==> src/rtl/mips_pkg.sv <==
// Shared MIPS encodings: opcodes, R-type function codes, ALU control values and
// the decoded control bundle used by the decode stage.
package mips_pkg;

  localparam int REG_ADDR_W = 5;

  localparam logic [5:0] OP_RTYPE = 6'b000000;
  localparam logic [5:0] OP_LW    = 6'b100011;
  localparam logic [5:0] OP_SW    = 6'b101011;
  localparam logic [5:0] OP_BEQ   = 6'b000100;
  localparam logic [5:0] OP_BNE   = 6'b000101;
  localparam logic [5:0] OP_ADDI  = 6'b001000;
  localparam logic [5:0] OP_J     = 6'b000010;

  localparam logic [5:0] FN_ADD = 6'b100000;
  localparam logic [5:0] FN_SUB = 6'b100010;
  localparam logic [5:0] FN_AND = 6'b100100;
  localparam logic [5:0] FN_OR  = 6'b100101;
  localparam logic [5:0] FN_SLT = 6'b101010;

  typedef enum logic [2:0] {
    ALU_AND = 3'b000,
    ALU_OR  = 3'b001,
    ALU_ADD = 3'b010,
    ALU_SUB = 3'b110,
    ALU_SLT = 3'b111
  } alu_ctrl_e;

  typedef struct packed {
    logic      reg_write;
    logic      mem_to_reg;
    logic      mem_write;
    logic      alu_src;
    logic      reg_dst;
    logic      branch;
    logic      jump;
    alu_ctrl_e alu_ctrl;
  } ctrl_t;

  // Unknown opcodes decode to all-zero control; an R-type with an unknown
  // funct keeps RegDst set but otherwise behaves as a NOP.
  function automatic ctrl_t decode_ctrl(input logic [5:0] op, input logic [5:0] funct);
    ctrl_t c;
    c = '0;
    case (op)
      OP_RTYPE: begin
        c.reg_dst = 1'b1;
        c.reg_write = 1'b1;
        case (funct)
          FN_ADD:  c.alu_ctrl = ALU_ADD;
          FN_SUB:  c.alu_ctrl = ALU_SUB;
          FN_AND:  c.alu_ctrl = ALU_AND;
          FN_OR:   c.alu_ctrl = ALU_OR;
          FN_SLT:  c.alu_ctrl = ALU_SLT;
          default: c.reg_write = 1'b0;
        endcase
      end
      OP_LW: begin
        c.reg_write  = 1'b1;
        c.mem_to_reg = 1'b1;
        c.alu_src    = 1'b1;
        c.alu_ctrl   = ALU_ADD;
      end
      OP_SW: begin
        c.mem_write = 1'b1;
        c.alu_src   = 1'b1;
        c.alu_ctrl  = ALU_ADD;
      end
      OP_BEQ, OP_BNE: begin
        c.branch   = 1'b1;
        c.alu_ctrl = ALU_SUB;
      end
      OP_ADDI: begin
        c.reg_write = 1'b1;
        c.alu_src   = 1'b1;
        c.alu_ctrl  = ALU_ADD;
      end
      OP_J:    c.jump = 1'b1;
      default: c = '0;
    endcase
    return c;
  endfunction

endpackage

==> src/rtl/register_file.sv <==
// Architectural register file: two combinational read ports with write-through
// bypass, one write port, register 0 hardwired to zero, async clear.
module register_file
  import mips_pkg::*;
#(
  parameter int NREGS = 32,
  parameter int WIDTH = 32
) (
  input  logic                  clk,
  input  logic                  rst,
  input  logic [REG_ADDR_W-1:0] ra1,
  input  logic [REG_ADDR_W-1:0] ra2,
  output logic [WIDTH-1:0]      rd1,
  output logic [WIDTH-1:0]      rd2,
  input  logic                  we,
  input  logic [REG_ADDR_W-1:0] wa,
  input  logic [WIDTH-1:0]      wd
);

  logic [WIDTH-1:0] regs_q [NREGS];
  logic [WIDTH-1:0] regs_d [NREGS];
  logic             wr_en;

  assign wr_en = we && (wa != '0);

  always_comb begin
    regs_d = regs_q;
    if (wr_en) regs_d[wa] = wd;
  end

  always_ff @(posedge clk or posedge rst) begin
    if (rst) begin
      for (int i = 0; i < NREGS; i++) regs_q[i] <= '0;
    end else begin
      regs_q <= regs_d;
    end
  end

  // The writeback value is visible to decode in the same cycle it is written.
  always_comb begin
    rd1 = regs_q[ra1];
    if (ra1 == '0)                 rd1 = '0;
    else if (wr_en && (wa == ra1)) rd1 = wd;
  end

  always_comb begin
    rd2 = regs_q[ra2];
    if (ra2 == '0)                 rd2 = '0;
    else if (wr_en && (wa == ra2)) rd2 = wd;
  end

endmodule

==> src/rtl/decode_stage.sv <==
// MIPS decode stage: IF/ID register, register file, control decode and early
// branch/jump resolution returned to fetch in the same cycle.
module decode_stage
  import mips_pkg::*;
#(
  parameter int NREGS = 32,
  parameter int WIDTH = 32
) (
  input  logic                  clk,
  input  logic                  rst,
  input  logic                  StallD,
  input  logic [31:0]           InstrF,
  input  logic [31:0]           PCPlus4F,
  input  logic                  ForwardAD,
  input  logic                  ForwardBD,
  input  logic [WIDTH-1:0]      ALUOutM,
  input  logic                  RegWriteW,
  input  logic [REG_ADDR_W-1:0] WriteRegW,
  input  logic [WIDTH-1:0]      ResultW,
  output logic                  PCSrcD,
  output logic                  Jump,
  output logic [31:0]           PCBranchD,
  output logic [31:0]           PCJumpD,
  output logic [WIDTH-1:0]      RD1D,
  output logic [WIDTH-1:0]      RD2D,
  output logic [REG_ADDR_W-1:0] RsD,
  output logic [REG_ADDR_W-1:0] RtD,
  output logic [REG_ADDR_W-1:0] RdD,
  output logic [31:0]           SignImmD,
  output logic                  RegWriteD,
  output logic                  MemtoRegD,
  output logic                  MemWriteD,
  output logic                  ALUSrcD,
  output logic                  RegDstD,
  output logic                  BranchD,
  output logic [2:0]            ALUControlD
);

  logic [31:0]        instr_q, instr_d;
  logic [31:0]        pcplus4_q, pcplus4_d;
  ctrl_t              ctrl;
  logic signed [31:0] sign_imm;
  logic [WIDTH-1:0]   src_a, src_b;
  logic               operands_eq;

  // IF/ID register: stall beats flush so a stalled branch keeps its state.
  always_comb begin
    instr_d   = instr_q;
    pcplus4_d = pcplus4_q;
    if (!StallD) begin
      if (PCSrcD || Jump) begin
        instr_d   = '0;
        pcplus4_d = '0;
      end else begin
        instr_d   = InstrF;
        pcplus4_d = PCPlus4F;
      end
    end
  end

  always_ff @(posedge clk or posedge rst) begin
    if (rst) begin
      instr_q   <= '0;
      pcplus4_q <= '0;
    end else begin
      instr_q   <= instr_d;
      pcplus4_q <= pcplus4_d;
    end
  end

  register_file #(
    .NREGS(NREGS),
    .WIDTH(WIDTH)
  ) u_regfile (
    .clk (clk),
    .rst (rst),
    .ra1 (RsD),
    .ra2 (RtD),
    .rd1 (RD1D),
    .rd2 (RD2D),
    .we  (RegWriteW),
    .wa  (WriteRegW),
    .wd  (ResultW)
  );

  assign RsD = instr_q[25:21];
  assign RtD = instr_q[20:16];
  assign RdD = instr_q[15:11];

  assign ctrl        = decode_ctrl(instr_q[31:26], instr_q[5:0]);
  assign RegWriteD   = ctrl.reg_write;
  assign MemtoRegD   = ctrl.mem_to_reg;
  assign MemWriteD   = ctrl.mem_write;
  assign ALUSrcD     = ctrl.alu_src;
  assign RegDstD     = ctrl.reg_dst;
  assign BranchD     = ctrl.branch;
  assign Jump        = ctrl.jump;
  assign ALUControlD = ctrl.alu_ctrl;

  assign sign_imm = $signed(instr_q[15:0]);
  assign SignImmD = sign_imm;

  // Branch compare sits in decode, so M-stage results are forwarded here.
  assign src_a       = ForwardAD ? ALUOutM : RD1D;
  assign src_b       = ForwardBD ? ALUOutM : RD2D;
  assign operands_eq = (src_a == src_b);
  assign PCSrcD      = ctrl.branch &&
                       ((instr_q[31:26] == OP_BNE) ? !operands_eq : operands_eq);

  assign PCBranchD = pcplus4_q + {sign_imm[29:0], 2'b00};
  assign PCJumpD   = {pcplus4_q[31:28], instr_q[25:0], 2'b00};

endmodule

==> config.mk <==
export PLATFORM = sky130hd
export DESIGN_NAME = decode_stage
export DESIGN_NICKNAME = d
export VERILOG_FILES = /design/src/rtl/mips_pkg.sv /design/src/rtl/register_file.sv /design/src/rtl/decode_stage.sv
export SDC_FILE = /design/constraint.sdc
export NUM_CORES = 2
export LEC_CHECK = 0
export BUFFER_PORTS_ARGS = -buffer_cell sky130_fd_sc_hd__buf_2
export CORE_UTILIZATION = 45
export DETAILED_ROUTE_END_ITERATION = 16
export GPL_ROUTABILITY_DRIVEN = 0
export PLACE_DENSITY_LB_ADDON = 0.1
export SLEW_MARGIN = 15
export SYNTH_ARGS = -nofsm -noshare
export SYNTH_HDL_FRONTEND = slang
export SYNTH_SLANG_ARGS = --single-unit
==> constraint.sdc <==
create_clock -name clk -period 53 [get_ports clk]
set_input_delay 10.6 -clock clk [delete_from_list [all_inputs] [get_ports clk]]
set_output_delay 10.6 -clock clk [all_outputs]
set_load 0.05 [all_outputs]
Yosys cells after proc, flatten, opt, wreduce, memory -nomap -nowiden
Cells that the tools add are included.
{"block": "classes", "eq_ne": 14, "bitwise": 3, "n_mux": 28, "order_cmp": 4, "n_addsub": 1, "reduce_logical": 15}
{"op": "bitwise mux 1024 bit", "n": 1}
{"op": "2-to-1 mux 32 bit", "n": 13}
{"op": "binary-select mux 32 bit (select 5 bit)", "n": 2}
{"op": "demux 32 bit (select 5 bit)", "n": 1}
{"op": "equality test 6 bit (second input constant)", "n": 7}
{"op": "adder 32 bit", "n": 1}
{"op": "equality test 32 bit", "n": 1}
{"op": "greater-or-equal comparator 6 bit (second input constant)", "n": 3}
{"op": "NOT 5 -> 6 bit", "n": 3}
{"op": "equality test 6 x 3 -> 1 bit (second input constant)", "n": 2}
{"op": "one-hot mux 3 bit (4 select lines)", "n": 1}
{"op": "equality test 5 bit", "n": 2}
{"op": "logical NOT 5 bit", "n": 2}
{"op": "one-hot mux 3 bit (3 select lines)", "n": 1}
{"op": "2-to-1 mux 1 bit", "n": 8}
{"op": "equality test 6 x 2 -> 1 bit (second input constant)", "n": 1}
{"op": "equality test 6 x 4 -> 1 bit (second input constant)", "n": 1}
{"op": "logical NOT 6 bit", "n": 1}
{"op": "< comparator 6 x 1 -> 1 bit (second input constant)", "n": 1}
{"op": "logical AND 1 bit", "n": 5}
{"op": "nonzero test 5 bit", "n": 1}
{"op": "OR reduction 5 bit", "n": 1}
{"op": "OR reduction 2 bit", "n": 2}
{"op": "OR reduction 3 bit", "n": 1}
{"op": "3 further kinds", "n": 3}
{"block": "word_totals", "out_inout_bits": 186, "ff_bits": 1088}

Longest topological paths before layout
{"block": "depth", "ltp_word": 13, "ltp_mapped": 21}

Hierarchy
A second synthesis with hierarchy kept.
{"block": "hier_totals", "cells_unflattened": 4648, "area_unflattened_um2": 62003.2}
{"module": "register_file", "area_per_inst_um2": 55882.3, "cells_each": 3969, "seq_area_each_um2": 25624.6, "n_inst": 1}
{"module": "decode_stage", "area_per_inst_um2": 6120.9, "cells_each": 679, "seq_area_each_um2": 1601.5, "n_inst": 1}

Worst setup path before layout
OpenSTA, ideal clock, no wires.
{"block": "synth_timing", "kind": "input-to-output", "startpoint": "input WriteRegW[1]", "endpoint": "output PCSrcD", "setup_slack_ns": 27.331, "arrival_ns": 15.069, "n_path_buf": 3, "path_stages": 15, "path_cell_list": "buf_2 -> xnor2_1 -> and4_1 -> clkbuf_1 -> a21oi_1 -> a221oi_1 -> mux2i_1 -> xnor2_1 -> o21ai_0 -> o2111ai_1 -> and4b_1 -> nand4_1 -> clkbuf_1 -> xor2_1 -> nor2_1"}
{"block": "synth_between", "elab_chain_len": 10}
{"element": "start, declared", "line_no": "decode_stage.sv:18", "text": "input logic [REG_ADDR_W-1:0] WriteRegW,"}
{"element": "nonzero test 5 bit", "line_no": "register_file.sv:24", "text": "assign wr_en = we && (wa != '0);"}
{"element": "logical AND 1 bit", "line_no": "register_file.sv:24"}
{"element": "logical AND 1 bit *", "line_no": "register_file.sv:49", "text": "else if (wr_en && (wa == ra2)) rd2 = wd;"}
{"element": "2-to-1 mux 32 bit *", "line_no": "register_file.sv:49"}
{"element": "2-to-1 mux 32 bit *", "line_no": "register_file.sv:48", "text": "if (ra2 == '0) rd2 = '0;"}
{"element": "net RD2D[8]", "line_no": "decode_stage.sv:25", "text": "output logic [WIDTH-1:0] RD2D,"}
{"element": "2-to-1 mux 32 bit *", "line_no": "decode_stage.sv:105", "text": "assign src_b = ForwardBD ? ALUOutM : RD2D;"}
{"element": "equality test 32 bit *", "line_no": "decode_stage.sv:106", "text": "assign operands_eq = (src_a == src_b);"}
{"element": "logical NOT 1 bit", "line_no": "decode_stage.sv:108", "text": "((instr_q[31:26] == OP_BNE) ? !operands_eq : operands_eq);"}
{"element": "2-to-1 mux 1 bit *", "line_no": "decode_stage.sv:108"}
{"element": "logical AND 1 bit *", "line_no": "decode_stage.sv:107", "text": "assign PCSrcD = ctrl.branch &&"}
{"element": "end, declared", "line_no": "decode_stage.sv:20", "text": "output logic PCSrcD,"}
The timed path passes the listed nets; every way through them passes the cells marked *.

Final worst setup path
{"block": "layout_timing", "startpoint": "input WriteRegW[2]", "endpoint": "output PCSrcD"}
{"block": "layout_between", "elab_chain_len": 10}
{"element": "nonzero test 5 bit", "line_no": "register_file.sv:24"}
{"element": "logical AND 1 bit", "line_no": "register_file.sv:24"}
{"element": "logical AND 1 bit, on equally long branches", "line_no": "register_file.sv:43, register_file.sv:49"}
{"element": "2-to-1 mux 32 bit, on equally long branches", "line_no": "register_file.sv:43, register_file.sv:49"}
{"element": "2-to-1 mux 32 bit, on equally long branches", "line_no": "register_file.sv:42, register_file.sv:48"}
{"element": "2-to-1 mux 32 bit, on equally long branches", "line_no": "decode_stage.sv:104, decode_stage.sv:105"}
{"element": "equality test 32 bit *", "line_no": "decode_stage.sv:106"}
{"element": "logical NOT 1 bit", "line_no": "decode_stage.sv:108"}
{"element": "2-to-1 mux 1 bit *", "line_no": "decode_stage.sv:108"}
{"element": "logical AND 1 bit *", "line_no": "decode_stage.sv:107"}
Mark *: on every way between the ends. The rest lies on a longest branch, timed or not.

==> reports/results.ini <==
[synth]
syn_area_sq_um = 63430
syn_inst = 4787
synth_area_leaders = dfrtp_1 (43%), mux2_2 (18%), mux4_2 (13%)
yosysSeqAreaShare_pct = 42.93
ys_types = 98
syn_avg_cell_area_sq_um = 13.25
synth_edf_count = 0
synthArstFlopShare_pct = 100.0
ys_ff_latch = 1088
synth_top_cell_by_area = dfrtp_1
yosysWarnings = 0
yosysMostFrequentCell = dfrtp_1
synth_flop_cell = dfrtp_1
synth_common_cells = dfrtp_1 (1088), mux2_2 (1020), mux4_2 (380), mux2i_1 (267), clkbuf_1 (243)
synth.top_cell.area_share_pct = 42.93

[timing]
fin_crit_sh_pct = 49.27
hold_viol_final = 0
rsz0062_at_grt = false
timing.hold.ws_ns = 0.3966
finClkSkew_ns = 0.01878
min_period_ns = 26.11
slew_headroom_pct = 16.98
worst_slew_pin_slew_ns = 1.242
drv_slew = 0
finalSetupViolCount = 0
fmaxAchievable_mhz = 38.30
tns_ns = 0
setup_ws_ns = 26.89

[placement]
place_ws_ns = 27.07
io_buffers = 322
dp_hpwl_um = 162700

[floorplanning]
pin_count = 325
coreArea_sq_um = 139700
initial_utilization_pct = 45.40
die_y_um = 377.4
rows = 137
die_w_um = 377.4
die-area_sq_um = 142500

[layout]
drive_above_1_share_pct = 44.34
num-fill-cells = 12330
area_growth_pct = 9.860
final_util_pct = 49.88
nNetsFinal = 4980

[detailed_routing]
via_count = 45660
dr.pass1.iters = 6
ant_nets = 0
wl_per_cell_um = 36.55
drtIter0Drc = 5262
drc_errors = 0
drt_wl_total_um = 248100
vias_per_cell = 6.726

[grt]
grt_start_max_net_pins = 178
grt_pass1_vias = 44000
antenna_found_initial = 40
grt_pass1_wl_um = 349100
track_usage_pct = 34.78
overflow = 0

[pwr]
power.density_nw_per_um2 = 41.64
p_leak_nw = 30.32
peakVddDrop_v = 0.00002576

[flow_run]
drv_cap = 0

[cts]
clk_path_buf_depth = 3
post_cts_buffers = 0
ctsResizeCount = 0
postCtsHoldBufs = 0
h-tree-depth = 4
cts_buffers = 131
clkLatencyLatePin_ns = 0.77
cts_tree = done
cts.reportedPaths.clkPinSlew_ns = 0.06
cts.sinks = 1088
root_buffer = clkbuf_16

[setup_path]
reg2reg_from = instr_q[21]
crit_fanout = 29
startpoint = WriteRegW[2]
arrival_ns = 15.51
crit_required_ns = 42.40
startpoint_type = primary input
endpoint_kind = output port
worst-setup-path-type = primary input to output port

[worst_hold_path]
hold_path_startpoint = u_regfile.regs_q[993]
hold_class = flop to flop

[status]
status = complete, no violations

worst max-delay path: stages:
cell and delay (ns):
buf_2 0.19, nor3_2 0.55, a211oi_1 0.21, nand2_1 0.85, nor2_1 0.11, a211oi_2 0.36, mux2i_1 0.16, xnor2_1 0.14
a2111oi_0 0.74, a41o_1 0.30, nand4_1 0.25, buf_4 0.38, xor2_1 0.20, nor2_1 0.12, buf_2 0.29
final cells by class:
| cell class | count | area, sq um | area share (%) |
|---|---|---|---|
| inverters | 47 | 183.9 | 0.2640 |
| diodes | 9 | 22.52 | 0.03232 |
| well taps | 1876 | 2347 | 3.369 |
| flip-flops and latches | 1088 | 27250 | 39.11 |
| clock inverters | 26 | 294.0 | 0.4220 |
| clock buffers | 199 | 3961 | 5.685 |
| multi-input cells | 3097 | 32990 | 47.35 |
| repair buffers | 446 | 2624 | 3.765 |
placed cells by master, fill, tap and decap left out, types with 39 or more instances in the layout:
| cell type | count |
|---|---|
| a21oi_1 | 81 |
| a221o_1 | 77 |
| a22oi_1 | 110 |
| buf_2 | 321 |
| buf_4 | 118 |
| clkbuf_16 | 137 |
| dfrtp_1 | 1077 |
| inv_1 | 39 |
| mux2_2 | 1020 |
| mux2i_1 | 267 |
| mux4_2 | 380 |
| nand2_1 | 178 |
| nand3_1 | 55 |
| nor2_1 | 85 |
| nor2b_1 | 87 |
| nor3_1 | 48 |
| nor3_2 | 53 |
| o21ai_0 | 79 |
| xnor2_1 | 56 |
per-layer routing:
metal	global-route usage, %	part of all wire [%]
met5	0	0.075
met4	14.14	4.4
met1	48.23	42
met2	49.67	43
met3	11.79	11
path summary, 6_finish.rpt:
path / to / slack (ns) / cells after the start
worst min-delay path: u_regfile.regs_q[993] / 0.40 / 0
max in group asynchronous: u_regfile.regs_q[155] / 38.21 / 7
worst max register to register: instr_q[29] / 45.49 / 17
worst max-delay path: PCSrcD / 26.89 / 15
min in group asynchronous: u_regfile.regs_q[301] / 9.96 / 2
worst min register to register: u_regfile.regs_q[993] / 0.40 / 0
power breakdown:
part / total (W) / switching (W) / internal [W]
Combinational: 0.000894 / 0.000519 / 0.000374
Clock: 0.000902 / 0.000372 / 0.000529
Sequential: 0.00111 / 0.000122 / 0.000984
stage by stage:
stage	cell area (sq um)	power (W)	cells
after CTS	69660	0.002894	6779
after global routing	69670	0.003005	6783
final	69680	0.002902	6788
after floorplan	63430	0.001726	4788
after detailed placement	65400	0.001991	6554
after global placement	65400	0.001979	6554
state kept, by name, summed over array words and instances (netlist names):
register and flops:
pcplus4_q 32, u_regfile.regs_q 1024, instr_q 32
cell families after synthesis:
logic type      count (synthesis)  synth area share, %
compound gates                603                7.114
xor+xnor                       93                1.284
fa+ha+maj                      30               0.6036
buf+inv                       603                5.334
flops                        1088                42.93
mux                          1696                37.01
other cells                     1             0.005912
simple gates                  673                5.721
(Power assumes the default switching activity.)
